$ cat src/rtl/assoc_cache_controller.sv
// Two-way set-associative write-back, write-allocate cache controller with
// one-word lines, per-set LRU replacement and saturating hit/miss counters.
module assoc_cache_controller #(
  parameter int ADDR_W = 8,
  parameter int DATA_W = 8,
  parameter int SETS   = 4,
  parameter int WAYS   = 2
) (
  input  logic              clk,
  input  logic              rst,
  input  logic              cpu_req,
  input  logic              cpu_we,
  input  logic [ADDR_W-1:0] cpu_addr,
  input  logic [DATA_W-1:0] cpu_wdata,
  output logic              cpu_ready,
  output logic              cpu_resp_valid,
  output logic [DATA_W-1:0] cpu_rdata,
  output logic              cpu_hit,
  output logic              mem_req,
  output logic              mem_we,
  output logic [ADDR_W-1:0] mem_addr,
  output logic [DATA_W-1:0] mem_wdata,
  input  logic              mem_ack,
  input  logic [DATA_W-1:0] mem_rdata,
  output logic [15:0]       hit_cnt,
  output logic [15:0]       miss_cnt,
  output logic [1:0]        state_dbg
);

  localparam int IDX_W = $clog2(SETS);
  localparam int TAG_W = ADDR_W - IDX_W;

  // CPU handshake: a request transfers on a rising edge where cpu_req and
  // cpu_ready are both high; cpu_ready is high only while idle, nothing queues.
  // Memory handshake: mem_req and its address/data hold steady until the edge
  // that samples mem_ack high.
  typedef enum logic [1:0] {IDLE, WRITEBACK, REFILL, RESPOND} state_t;

  state_t              state_q, state_d;
  logic                req_we_q, req_we_d;
  logic [ADDR_W-1:0]   req_addr_q, req_addr_d;
  logic [DATA_W-1:0]   req_wdata_q, req_wdata_d;
  logic                hit_q, hit_d;
  logic                way_q, way_d;

  logic [SETS-1:0]     valid_q [WAYS];
  logic [SETS-1:0]     valid_d [WAYS];
  logic [SETS-1:0]     dirty_q [WAYS];
  logic [SETS-1:0]     dirty_d [WAYS];
  logic [SETS-1:0]     lru_q, lru_d;
  logic [TAG_W-1:0]    tag_q  [WAYS][SETS];
  logic [TAG_W-1:0]    tag_d  [WAYS][SETS];
  logic [DATA_W-1:0]   data_q [WAYS][SETS];
  logic [DATA_W-1:0]   data_d [WAYS][SETS];

  logic                resp_valid_q, resp_valid_d;
  logic                cpu_hit_q, cpu_hit_d;
  logic [DATA_W-1:0]   rdata_q, rdata_d;
  logic                mem_req_q, mem_req_d;
  logic                mem_we_q, mem_we_d;
  logic [ADDR_W-1:0]   mem_addr_q, mem_addr_d;
  logic [DATA_W-1:0]   mem_wdata_q, mem_wdata_d;
  logic [15:0]         hit_cnt_q, hit_cnt_d;
  logic [15:0]         miss_cnt_q, miss_cnt_d;

  logic [IDX_W-1:0]    cur_idx, req_idx;
  logic [TAG_W-1:0]    cur_tag, req_tag;
  logic                hit_w0, hit_w1, victim_way;

  assign cur_idx = cpu_addr[IDX_W-1:0];
  assign cur_tag = cpu_addr[ADDR_W-1:IDX_W];
  assign req_idx = req_addr_q[IDX_W-1:0];
  assign req_tag = req_addr_q[ADDR_W-1:IDX_W];

  assign hit_w0 = valid_q[1'b0][cur_idx] && (tag_q[1'b0][cur_idx] == cur_tag);
  assign hit_w1 = valid_q[1'b1][cur_idx] && (tag_q[1'b1][cur_idx] == cur_tag);

  // Invalid ways fill lowest-first; only a full set consults the LRU bit.
  always_comb begin
    if (!valid_q[1'b0][cur_idx])      victim_way = 1'b0;
    else if (!valid_q[1'b1][cur_idx]) victim_way = 1'b1;
    else                              victim_way = lru_q[cur_idx];
  end

  always_comb begin
    state_d      = state_q;
    req_we_d     = req_we_q;
    req_addr_d   = req_addr_q;
    req_wdata_d  = req_wdata_q;
    hit_d        = hit_q;
    way_d        = way_q;
    valid_d      = valid_q;
    dirty_d      = dirty_q;
    lru_d        = lru_q;
    tag_d        = tag_q;
    data_d       = data_q;
    resp_valid_d = 1'b0;
    cpu_hit_d    = cpu_hit_q;
    rdata_d      = rdata_q;
    mem_req_d    = mem_req_q;
    mem_we_d     = mem_we_q;
    mem_addr_d   = mem_addr_q;
    mem_wdata_d  = mem_wdata_q;
    hit_cnt_d    = hit_cnt_q;
    miss_cnt_d   = miss_cnt_q;

    case (state_q)
      IDLE: begin
        if (cpu_req) begin
          req_we_d    = cpu_we;
          req_addr_d  = cpu_addr;
          req_wdata_d = cpu_wdata;
          hit_d       = hit_w0 || hit_w1;
          if (hit_w0 || hit_w1) begin
            way_d   = hit_w1 && !hit_w0;
            state_d = RESPOND;
          end else begin
            way_d     = victim_way;
            mem_req_d = 1'b1;
            if (valid_q[victim_way][cur_idx] && dirty_q[victim_way][cur_idx]) begin
              mem_we_d    = 1'b1;
              mem_addr_d  = {tag_q[victim_way][cur_idx], cur_idx};
              mem_wdata_d = data_q[victim_way][cur_idx];
              state_d     = WRITEBACK;
            end else begin
              mem_we_d   = 1'b0;
              mem_addr_d = cpu_addr;
              state_d    = REFILL;
            end
          end
        end
      end
      WRITEBACK: begin
        if (mem_ack) begin
          mem_we_d   = 1'b0;
          mem_addr_d = req_addr_q;
          state_d    = REFILL;
        end
      end
      REFILL: begin
        if (mem_ack) begin
          data_d[way_q][req_idx]  = mem_rdata;
          tag_d[way_q][req_idx]   = req_tag;
          valid_d[way_q][req_idx] = 1'b1;
          dirty_d[way_q][req_idx] = 1'b0;
          mem_req_d               = 1'b0;
          mem_we_d                = 1'b0;
          state_d                 = RESPOND;
        end
      end
      RESPOND: begin
        resp_valid_d = 1'b1;
        cpu_hit_d    = hit_q;
        if (req_we_q) begin
          data_d[way_q][req_idx]  = req_wdata_q;
          dirty_d[way_q][req_idx] = 1'b1;
          rdata_d                 = req_wdata_q;
        end else begin
          rdata_d = data_q[way_q][req_idx];
        end
        lru_d[req_idx] = ~way_q;
        if (hit_q) begin
          if (hit_cnt_q != 16'hFFFF) hit_cnt_d = hit_cnt_q + 16'd1;
        end else begin
          if (miss_cnt_q != 16'hFFFF) miss_cnt_d = miss_cnt_q + 16'd1;
        end
        state_d = IDLE;
      end
      default: state_d = IDLE;
    endcase
  end

  always_ff @(posedge clk or posedge rst) begin
    if (rst) begin
      state_q      <= IDLE;
      req_we_q     <= 1'b0;
      req_addr_q   <= '0;
      req_wdata_q  <= '0;
      hit_q        <= 1'b0;
      way_q        <= 1'b0;
      for (int w = 0; w < WAYS; w++) begin
        valid_q[w] <= '0;
        dirty_q[w] <= '0;
        for (int s = 0; s < SETS; s++) begin
          tag_q[w][s]  <= '0;
          data_q[w][s] <= '0;
        end
      end
      lru_q        <= '0;
      resp_valid_q <= 1'b0;
      cpu_hit_q    <= 1'b0;
      rdata_q      <= '0;
      mem_req_q    <= 1'b0;
      mem_we_q     <= 1'b0;
      mem_addr_q   <= '0;
      mem_wdata_q  <= '0;
      hit_cnt_q    <= '0;
      miss_cnt_q   <= '0;
    end else begin
      state_q      <= state_d;
      req_we_q     <= req_we_d;
      req_addr_q   <= req_addr_d;
      req_wdata_q  <= req_wdata_d;
      hit_q        <= hit_d;
      way_q        <= way_d;
      valid_q      <= valid_d;
      dirty_q      <= dirty_d;
      lru_q        <= lru_d;
      tag_q        <= tag_d;
      data_q       <= data_d;
      resp_valid_q <= resp_valid_d;
      cpu_hit_q    <= cpu_hit_d;
      rdata_q      <= rdata_d;
      mem_req_q    <= mem_req_d;
      mem_we_q     <= mem_we_d;
      mem_addr_q   <= mem_addr_d;
      mem_wdata_q  <= mem_wdata_d;
      hit_cnt_q    <= hit_cnt_d;
      miss_cnt_q   <= miss_cnt_d;
    end
  end

  assign cpu_ready      = (state_q == IDLE);
  assign cpu_resp_valid = resp_valid_q;
  assign cpu_hit        = cpu_hit_q;
  assign cpu_rdata      = rdata_q;
  assign mem_req        = mem_req_q;
  assign mem_we         = mem_we_q;
  assign mem_addr       = mem_addr_q;
  assign mem_wdata      = mem_wdata_q;
  assign hit_cnt        = hit_cnt_q;
  assign miss_cnt       = miss_cnt_q;
  assign state_dbg      = state_q;

endmodule

$ cat config.mk
export PLATFORM = sky130hd
export DESIGN_NAME = assoc_cache_controller
export DESIGN_NICKNAME = d
export VERILOG_FILES = /design/src/rtl/assoc_cache_controller.sv
export SDC_FILE = /design/constraint.sdc
export NUM_CORES = 1
export LEC_CHECK = 0
export BUFFER_PORTS_ARGS = -buffer_cell sky130_fd_sc_hd__buf_4
export CORE_UTILIZATION = 45
export CTS_CLUSTER_DIAMETER = 50
export CTS_CLUSTER_SIZE = 12
export DETAILED_ROUTE_END_ITERATION = 12
export PLACE_DENSITY = 0.66
export SLEW_MARGIN = 20
export SYNTH_ARGS = -nofsm -noshare
export SYNTH_HDL_FRONTEND = slang
export SYNTH_SLANG_ARGS = --single-unit
$ cat constraint.sdc
create_clock -name clk -period 7.5 [get_ports clk]
set_input_delay 1.5 -clock clk [delete_from_list [all_inputs] [get_ports clk]]
set_output_delay 1.5 -clock clk [all_outputs]
set_load 0.03 [all_outputs]
==> impl_metrics.csv <==
group,metric,value,unit
route,vias,7296,
logic_synthesis,ys_types,58,
sta,hold_viol,0,
logic_synthesis,synth.avg_cell_area,12.0,sq um
route,first_pass_iters,5,
logic_synthesis,ys.warnings.count,0,
setup_path,startpoint_type,"input pin",
clock_network,htreeDepth,1,
cells_and_area,utilization,53.7,%
grt,overflow,0,
sta,hold_slack,0.491,ns
cells_and_area,n_fill_cell,2005,
setup_path,critPathKind,"in -> reg",
setup_path,reg2reg_from,"valid_q[3]$_DFFE_PP0P_",
route,met1Wirelength,11.7,mm
sta,rsz0062_at_grt,"false",
sta,tns,0,ns
die,core,22800,sq um
logic_synthesis,synthFlopType,"dfrtp_1",
logic_synthesis,async_flop_share,100,%
die,die_w,155,microns
sta,fmax,0.222,GHz
setup_path,endpoint_kind,"register",
die,dieHeight,155,microns
route,totalWireLength,25.3,mm
outcome,status,"finished clean",
clock_network,postCtsSetupBuffers,0,
setup_path,arrival,4.91,ns
placed_design,dpl.hpwl,16.6,mm
logic_synthesis,syn_inst,884,
route,drt-initial-drc-count,527,
route,top_layer,"met4",
sta,slew_viol_final,0,
min_path,min_to,"valid_q[6]$_DFFE_PP0P_",
route,wl_per_cell,19.7,microns
placed_design,gp_congestion,0.799,
setup_path,reg2reg_slack,4.28,ns
cells_and_area,final_cell_mix,"dfrtp_1 (213), buf_4 (102), mux2_2 (95)",
logic_synthesis,syn-num-nets,919,
cells_and_area,seq_area,5330,sq um
clock_network,clk_pin_slew_worst_paths,0.06,ns
die,row_count,55,
clock_network,numCtsBuffers,24,
sta,final_critical_path_setup_slack,2.99,ns
cells_and_area,syn2layout_area_growth,16.1,%
die,ioPinCount,92,
grt,grt_pass1_vias,7215,
sta,setup_viol,0,
cells_and_area,multi_input_area,5000,sq um
setup_path,r2r_end,"mem_wdata[4]$_DFFE_PP0P_",
clock_network,worstSkewPairLatency,0.52,ns
power,p_leak,0.00538,uW
sta,relSlewSlack,33.8,%
logic_synthesis,mappedNetlistArea,10600,sq um
placed_design,portBuffers,91,
min_path,holdPathStages,1,
cells_and_area,nNetsFinal,995,
power,powerDensity,438,nW/um^2
logic_synthesis,ys_seq_elements,213,
grt,grt_usage,21.7,%
route,wl_met3,1.58,mm
die,start_util,46.3,%
grt,antenna_found_initial,0,
route,route.detailed.drc,0,
logic_synthesis,synth-edff-count,0,
cells_and_area,drive_gt1_share,31.7,%
setup_path,worst-r2r-cell-count,7,
route,vias_per_cell,5.68,
grt,grt_pass1_wl,40.7,mm
clock_network,ctsLongestPathBuffers,3,
logic_synthesis,ys_seq_area_share,50.4,%
sta,fin_crit,4.51,ns
setup_path,path_max_fanout,49,
power,ir_drop,0.000154,V
run,cap_violations,0,
die,dieArea,24100,sq um
clock_network,cts.repair.resized,0,
clock_network,root_buffer,"clkbuf_16",
placed_design,dp_worst_setup_slack,2.42,ns
clock_network,cts_tree,"built",
sta,worst_pin_slew,0.990,ns
grt,grt_max_degree,82,
clock_network,hold_buffers,0,
route,wl_met2,11.7,mm
cells_and_area,antennaDiodeCount,0,
cells_and_area,mostFrequentLayoutCell,"dfrtp_1",
route,antenna_left,0,
clock_network,cts_sinks,213,
power,power.total,5370,uW
min_path,hold_start,"valid_q[6]$_DFFE_PP0P_",
sta,finalCritPeriodShare,60.2,%
setup_path,crit_required,7.90,ns
min_path,hp-class,"reg -> reg",
sta,clock_skew,0.0155,ns
-- synth_stat cells (all sizes together) (2+ instances only) --
cell type	n	share of area, %
nor2b	4	0.24
buf	25	1.2
mux2	103	11
mux4	49	10
a41oi	6	0.50
o22a	6	0.50
nor4	3	0.38
xnor2	26	2.2
xor2	15	1.2
clkbuf	28	0.99
ha	6	0.71
nor2	74	2.6
a311o	4	0.38
nor3	7	0.38
nand3b	2	0.14
nand2b	9	0.60
dfrtp	213	50
o22ai	2	0.12
o31a	2	0.17
nand3	17	0.81
a221oi	2	0.17
and4	4	0.36
a311oi	2	0.22
o21ai	48	2.3
a211oi	7	0.78
inv	9	0.32
or2	7	0.41
and3	4	0.24
a21oi	53	2.5
o31ai	3	0.26
nand2	94	3.4
mux2i	27	2.6
nand4	10	0.59
or3	2	0.12
and2	2	0.12
a22oi	2	0.14
-- cell type report --
cell class	count	share of cell area, %
Tap cell	313	3.19
Clock buffer	28	5.27
Timing Repair Buffer	103	6.34
Sequential cell	213	43.5
Multi-Input combinational cell	609	40.8
Inverter	9	0.337
Clock inverter	9	0.633
-- report_power, final --
group / leakage, uW / total, uW / internal, uW / switching (uW)
clock: 0.000364 / 1090 / 644 / 449
combinational: 0.00234 / 2250 / 1070 / 1180
sequential: 0.00267 / 2040 / 1620 / 412
-- logic make-up after synthesis --
| kind of cell | Yosys count | share of synthesized area, % |
|---|---|---|
| fa+ha+maj | 6 | 0.710 |
| mux | 179 | 24.0 |
| buf+inv | 62 | 2.47 |
| compound gates | 143 | 8.49 |
| flops | 213 | 50.4 |
| simple gates | 240 | 10.5 |
| xor+xnor | 41 | 3.40 |
-- flip-flops by register name, summed over array words and instances, names as in the netlist, 2 cells and up, named ones only --
signal       flops
req_addr_q       8
state_dbg        2
data_q          64
mem_wdata        8
lru_q            4
tag_q           48
req_wdata_q      8
mem_addr         8
miss_cnt        16
hit_cnt         16
cpu_rdata        8
valid_q          8
-- stage by stage --
step,area [sq um],cells
after global routing,12300,1284
after detailed placement,11500,1247
after global placement,11500,1247
final,12300,1284
after CTS,12300,1284
after floorplan,10600,884
-- critical path: stages --
cell and delay (ns):
buf_4 0.57, mux4_2 0.64, nand2b_4 0.12, and2_1 0.70, a311o_1 0.43, and4_4 0.41
nand2_4 0.15, mux2_1 0.35
-- layer usage --
metal  vias up  global-route usage, %
li1       3358                      -
met2       220                   34.0
met5         -                      0
met1      3688                   31.5
met3        30                   3.62
met4         0                   5.51
-- how the worst max path moves through the flow --
stage	startpoint	end	slack (ns)	cells past startpoint
after floorplan	rst	async pin	0.18	1
after global placement	cpu_addr[0]	mem_wdata[2]$_DFFE_PP0P_	2.52	8
after detailed placement	cpu_addr[0]	mem_wdata[7]$_DFFE_PP0P_	2.42	8
after CTS	cpu_addr[0]	mem_wdata[7]$_DFFE_PP0P_	3.00	8
after global routing	cpu_addr[0]	mem_wdata[4]$_DFFE_PP0P_	2.79	8
final	cpu_addr[0]	mem_wdata[4]$_DFFE_PP0P_	2.99	8
(Power assumes the default switching activity.)
